### config.mk
export PLATFORM = sky130hd
export DESIGN_NAME = sdram_line_sequencer
export DESIGN_NICKNAME = d
export VERILOG_FILES = /design/src/rtl/sdram_line_sequencer.sv
export SDC_FILE = /design/constraint.sdc
export NUM_CORES = 1
export LEC_CHECK = 0
export BUFFER_PORTS_ARGS = -buffer_cell sky130_fd_sc_hd__buf_2
export CAP_MARGIN = 25
export CORE_ASPECT_RATIO = 2
export CORE_MARGIN = 3
export CORE_UTILIZATION = 46
export CTS_CLUSTER_SIZE = 12
export DETAILED_ROUTE_END_ITERATION = 10
export HOLD_SLACK_MARGIN = 0.12
export PLACE_DENSITY = 0.85
export SYNTH_ARGS = -nofsm -noshare
export SYNTH_HDL_FRONTEND = slang
export SYNTH_SLANG_ARGS = --single-unit
### constraint.sdc
create_clock -name clk -period 5.5 [get_ports clk]
set_input_delay 0 -clock clk [delete_from_list [all_inputs] [get_ports clk]]
set_output_delay 0 -clock clk [all_outputs]
set_load 0.02 [all_outputs]
### src/rtl/sdram_line_sequencer.sv
// Cache-line sequencer for the Gowin SDRAM controller user interface: ACTIVE, then one fixed-length READ/WRITE burst.
// Optional macro SDRAM_LINE_SEQUENCER_ACK_CHECK_EN gates timed exits on sdrc_cmd_ack and adds the sticky ack_err output.
`timescale 1ns/1ps
module sdram_line_sequencer #(
  parameter int BURST_LEN    = 8,
  parameter int ACT_WAIT     = 4,
  parameter int READ_LATENCY = 4,
  parameter int WR_RECOVERY  = 4
) (
  input  logic                         clk,
  input  logic                         rst,
  input  logic                         sdrc_init_done,
  input  logic                         req,
  input  logic                         we,
  input  logic [20:0]                  addr,
  output logic [$clog2(BURST_LEN)-1:0] word_idx,
  input  logic [31:0]                  wdata,
  output logic [31:0]                  rdata,
  output logic                         rdata_valid,
  output logic                         done,
  output logic                         busy,
  output logic                         sdrc_cmd_en,
  output logic [2:0]                   sdrc_cmd,
  output logic [20:0]                  sdrc_addr,
  output logic [7:0]                   sdrc_data_len,
  output logic [3:0]                   sdrc_dqm,
  output logic [31:0]                  sdrc_wdata,
  input  logic [31:0]                  sdrc_rdata,
  input  logic                         sdrc_cmd_ack,
`ifdef SDRAM_LINE_SEQUENCER_ACK_CHECK_EN
  output logic                         ack_err,
`endif
  output logic                         sdrc_precharge_ctrl,
  output logic                         sdrc_power_down,
  output logic                         sdrc_selfrefresh
);

  localparam int IDX_W = $clog2(BURST_LEN);
  localparam int MAX_A = (ACT_WAIT > READ_LATENCY) ? ACT_WAIT : READ_LATENCY;
  localparam int MAX_B = (BURST_LEN > WR_RECOVERY) ? BURST_LEN : WR_RECOVERY;
  localparam int MAX_P = (MAX_A > MAX_B) ? MAX_A : MAX_B;
  localparam int CNT_W = $clog2(MAX_P + 1);

  // Counters load "cycles remaining minus one" so every timed state exits on zero.
  localparam logic [CNT_W-1:0] ACT_CNT   = CNT_W'(ACT_WAIT - 2);
  localparam logic [CNT_W-1:0] RD_CNT    = CNT_W'((READ_LATENCY >= 2) ? READ_LATENCY - 2 : 0);
  localparam logic [CNT_W-1:0] BURST_CNT = CNT_W'(BURST_LEN - 1);
  localparam logic [CNT_W-1:0] REC_CNT   = CNT_W'((WR_RECOVERY >= 1) ? WR_RECOVERY - 1 : 0);
  localparam logic [IDX_W-1:0] LAST_IDX  = IDX_W'(BURST_LEN - 1);

  typedef enum logic [3:0] {
    S_INIT, S_IDLE, S_ACT, S_ACT_WAIT, S_RW, S_WR_DATA,
    S_RECOVER, S_RD_WAIT, S_RD_DATA, S_DONE
  } state_t;

  state_t           state_q, state_d;
  logic [CNT_W-1:0] cnt_q, cnt_d;
  logic             we_q, we_d;
  logic [20:0]      line_addr_q, line_addr_d;
  logic [IDX_W-1:0] word_idx_q, word_idx_d;
  logic [31:0]      rdata_q, rdata_d;
  logic             rdata_valid_q, rdata_valid_d;
  logic             ack_ok;
  logic             unused_bits;

`ifdef SDRAM_LINE_SEQUENCER_ACK_CHECK_EN
  logic ack_err_q, ack_err_d;
  assign ack_ok      = sdrc_cmd_ack;
  assign ack_err     = ack_err_q;
  assign unused_bits = &{1'b0, addr[IDX_W-1:0]};
  always_comb begin
    ack_err_d = ack_err_q;
    if ((state_q == S_ACT_WAIT || state_q == S_RECOVER) && cnt_q == '0 && !sdrc_cmd_ack)
      ack_err_d = 1'b1;
  end
  always_ff @(posedge clk or posedge rst) begin
    if (rst) ack_err_q <= 1'b0;
    else     ack_err_q <= ack_err_d;
  end
`else
  assign ack_ok      = 1'b1;
  assign unused_bits = &{1'b0, sdrc_cmd_ack, addr[IDX_W-1:0]};
`endif

  always_ff @(posedge clk or posedge rst) begin
    if (rst) begin
      state_q       <= S_INIT;
      cnt_q         <= '0;
      we_q          <= 1'b0;
      line_addr_q   <= '0;
      word_idx_q    <= '0;
      rdata_q       <= '0;
      rdata_valid_q <= 1'b0;
    end else begin
      state_q       <= state_d;
      cnt_q         <= cnt_d;
      we_q          <= we_d;
      line_addr_q   <= line_addr_d;
      word_idx_q    <= word_idx_d;
      rdata_q       <= rdata_d;
      rdata_valid_q <= rdata_valid_d;
    end
  end

  always_comb begin
    state_d     = state_q;
    cnt_d       = cnt_q;
    we_d        = we_q;
    line_addr_d = line_addr_q;
    case (state_q)
      S_INIT: if (sdrc_init_done) state_d = S_IDLE;
      S_IDLE: if (req) begin
        we_d        = we;
        line_addr_d = {addr[20:IDX_W], {IDX_W{1'b0}}};
        state_d     = S_ACT;
      end
      S_ACT: begin
        cnt_d   = ACT_CNT;
        state_d = S_ACT_WAIT;
      end
      S_ACT_WAIT: begin
        if (cnt_q != '0)  cnt_d   = cnt_q - CNT_W'(1);
        else if (ack_ok)  state_d = S_RW;
      end
      S_RW: begin
        if (we_q) state_d = S_WR_DATA;
        else if (READ_LATENCY > 1) begin
          state_d = S_RD_WAIT;
          cnt_d   = RD_CNT;
        end else begin
          state_d = S_RD_DATA;
          cnt_d   = BURST_CNT;
        end
      end
      S_WR_DATA: if (word_idx_q == LAST_IDX) begin
        state_d = S_RECOVER;
        cnt_d   = REC_CNT;
      end
      S_RECOVER: begin
        if (cnt_q != '0)  cnt_d   = cnt_q - CNT_W'(1);
        else if (ack_ok)  state_d = S_DONE;
      end
      S_RD_WAIT: begin
        if (cnt_q != '0) cnt_d = cnt_q - CNT_W'(1);
        else begin
          state_d = S_RD_DATA;
          cnt_d   = BURST_CNT;
        end
      end
      S_RD_DATA: begin
        if (cnt_q != '0) cnt_d   = cnt_q - CNT_W'(1);
        else             state_d = S_DONE;
      end
      S_DONE:  state_d = S_IDLE;
      default: state_d = S_INIT;
    endcase
  end

  // Read words surface one cycle after capture, so the index follows rdata_valid rather than the state.
  always_comb begin
    rdata_valid_d = (state_q == S_RD_DATA);
    rdata_d       = (state_q == S_RD_DATA) ? sdrc_rdata : rdata_q;
    word_idx_d    = word_idx_q;
    if ((state_q == S_RW && we_q) || state_q == S_WR_DATA || rdata_valid_q)
      word_idx_d = word_idx_q + IDX_W'(1);
  end

  always_comb begin
    sdrc_cmd_en = 1'b0;
    sdrc_cmd    = 3'b000;
    sdrc_addr   = '0;
    sdrc_wdata  = '0;
    case (state_q)
      S_ACT: begin
        sdrc_cmd_en = 1'b1;
        sdrc_cmd    = 3'b011;
        sdrc_addr   = line_addr_q;
      end
      S_RW: begin
        sdrc_cmd_en = 1'b1;
        sdrc_cmd    = we_q ? 3'b100 : 3'b101;
        sdrc_addr   = line_addr_q;
        if (we_q) sdrc_wdata = wdata;
      end
      S_WR_DATA: sdrc_wdata = wdata;
      default: ;
    endcase
  end

  assign busy                = (state_q != S_IDLE);
  assign done                = (state_q == S_DONE);
  assign word_idx            = word_idx_q;
  assign rdata               = rdata_q;
  assign rdata_valid         = rdata_valid_q;
  assign sdrc_data_len       = 8'(BURST_LEN - 1);
  assign sdrc_dqm            = 4'b0000;
  assign sdrc_precharge_ctrl = 1'b1;
  assign sdrc_power_down     = 1'b0;
  assign sdrc_selfrefresh    = 1'b0;

endmodule

==> results.md <==
- Average vias per placed instance: 4.93
- Crit path time final: 2.48 ns
- Hpwl dp: 6.54 mm
- Layout area overhead: 52.7%
- Most common cell after layout, fill and taps aside: buf_2
- Largest net degree at the start of global routing: 64
- Worst hold slack: 0.240 ns
- Layout Utilization: 0.734
- Largest fanout on the critical path: 39
- Syn Area/Cell: 9.43 sq um
- Slew margin rel.: 0.338
- DRC violations left: 0
- Chip width: 65.3 um
- PD cells: 489 nW/um^2
- Drt wl/cell: 15.2 um
- Required time worst endpoint: 5.71 ns
- Worst Skew: 0.00574 ns
- Post-synth ARST share: 1.00
- Synth top area cells: dfrtp_1 49%, nand2_1 11%, and2_1 9.7%
- Clock root buffer: clkbuf_16
- Via count of the routed design: 3261
- Ys Warns: 0
- Number of synthesized flops with an enable pin: 0
- Die area: 8130 sq um
- Post-Place Cells: 592
- Share of Yosys cell area claimed by the top area cell type: 0.487
- Total gr overflow: 0
- Total CTS buffers: 9
- Startpoint types: register
- Tcrit/Tclk final: 0.451
- Area leader, netlist: dfrtp_1
- H-tree Lvls: 3
- Worst slew pin tran: 0.988 ns
- Initial Utilization: 0.481
- First-pass GRT wire length: 15.6 mm
- Share of cells above drive strength 1: 0.401
- Synthesized flop and latch total: 63
- Setup violators final: 0
- Routed WL: 10.1 mm
- Reg clk slew, reported paths: 0.05 ns
- Leakage: 0.00256 uW
- Setup bufs post-CTS: 0
- Num rows: 42
- Clk sinks: 63
- Final setup TNS: 0 ns
- Worst Path Arrival: 2.69 ns
- Placed inst area: 4090 sq um
- Core area: 6730 sq um
- Register area share after synthesis: 0.487
- Ports: 201
- Routed Antenna Nets: 0
- Non-filler cells, final: 662
- Die height: 125 um
- Synth cell types: 44
- Slew Limit Fails: 0
- Worst skew pair latency: 0.33 ns
- Clock Tree Buf Depth: 2
- CTS tree: done
- Reg2reg setup slack: 3.02 ns
- Status: complete, no violations
- Final-stage net count: 662
- Critical Path End Type: register
- Gr usage total: 0.252
- Synth Cell Area: 3230 sq um
- Port Buffers: 178
- Max Cap Violations: 0
- Cells after synthesis: 343
- Drt first pass iters: 4
- Fmax: 0.403 GHz
- Ys flop type: dfrtp_1
- Hold/Removal Path Class: in -> reg
- Design Area, Final: 4940 sq um
- Critical path class: reg -> reg
- Unrepaired setup endpoints after global routing: no
- DR iter-0 viols: 178
- Most frequent cells in the layout: 178 x buf_2, 98 x nand2_1, 63 x dfrtp_1
- VDD IR max: 329 uV
- Count of final hold-check violations: 0
- Vias in the first global route: 3252
- Placer congestion estimate: 0.797
- Initial antenna violation count: 0
Yosys cell counts (3+ instances only):
cell	n
nand2_1	98
dfrtp_1	63
and2_1	50
mux2_2	24
buf_4	21
clkbuf_1	9
nor2_1	8
a21oi_1	6
o21ai_0	6
inv_1	5
buf_2	4
nor3_1	4
ha_1	3
nand2b_1	3
nand3_1	3
path summary, 6_finish.rpt:
| kind | from | endpoint | depth (start not counted) |
|---|---|---|---|
| setup / recovery | state_q[0]$_DFFE_PP0P_ | cnt_q[1]$_DFFE_PP0P_ | 6 |
| setup reg to reg | state_q[0]$_DFFE_PP0P_ | cnt_q[1]$_DFFE_PP0P_ | 6 |
| hold reg to reg | rdata[31]$_DFFE_PP0P_ | rdata[31]$_DFFE_PP0P_ | 2 |
| hold / removal | req | state_q[0]$_DFFE_PP0P_ | 5 |
| max in group asynchronous | rst | rdata[15]$_DFFE_PP0P_ | 4 |
| min in group asynchronous | rst | rdata[0]$_DFFE_PP0P_ | 4 |
routing by layer:
layer / track usage / wire length (um) / up-vias
li1: - / - / 1521
met1: 0.209 / 2960 / 1501
met2: 0.479 / 5760 / 188
met3: 0.0632 / 733 / 51
met4: 0.176 / 602 / 0
met5: 0 / 0 / -
critical path, cell delays in order, from the launching register on:
cell      delay (ns)
dfrtp_1         0.64
or2_1           0.31
or3_1           0.14
buf_4           0.36
inv_6           0.20
a211oi_2        0.33
mux2_2          0.37
final cells by class:
cell class / instances / area, sq um
Timing Repair Buffer: 234 / 1440
Fill cell: 469 / 1790
Inverter: 6 / 27.5
Tap cell: 88 / 110
Clock buffer: 9 / 225
Clock inverter: 7 / 96.3
Antenna cell: 1 / 2.50
Sequential cell: 63 / 1580
Multi-Input combinational cell: 254 / 1460
timing repair:
item	4_1_cts	5_1_grt
gates resized for setup	0	0
hold buffers	53	0
endpoints found under the hold margin	115	0
power breakdown:
part           switching, uW  leakage, uW  internal (uW)
combinational            599      0.00174            424
sequential               145     0.000676            650
clock                    203     0.000148            397
total                    947      0.00256           1470
sequential cells by signal (all words and copies together), names as in the netlist:
| signal | count |
|---|---|
| line_addr_q | 18 |
| word_idx | 3 |
| cnt_q | 4 |
| we_q | 1 |
| rdata | 32 |
| rdata_valid | 1 |
| state_q | 4 |
logic make-up (layout without fill, tap and decap cells):
family,Yosys count,count (layout),share of synthesized area
buffers and inverters,42,256,0.0820
DFF,63,63,0.487
AOI/OAI and AO/OA,25,25,0.0530
xor gates and xnor gates,2,2,0.00542
adders and majority gates,3,3,0.0116
muxes,26,26,0.0901
other,2,19,0.00232
and+or+nand+nor,180,180,0.268
per-stage QoR:
step | power (uW) | setup WS (ns)
global placement | 1720 | 3.13
global route | 2560 | 2.83
detailed placement | 1770 | 3.06
CTS | 2410 | 3.05
floorplan | 1450 | 3.63
finish | 2420 | 3.02
No activity file was read; power rests on OpenSTA's default activity.
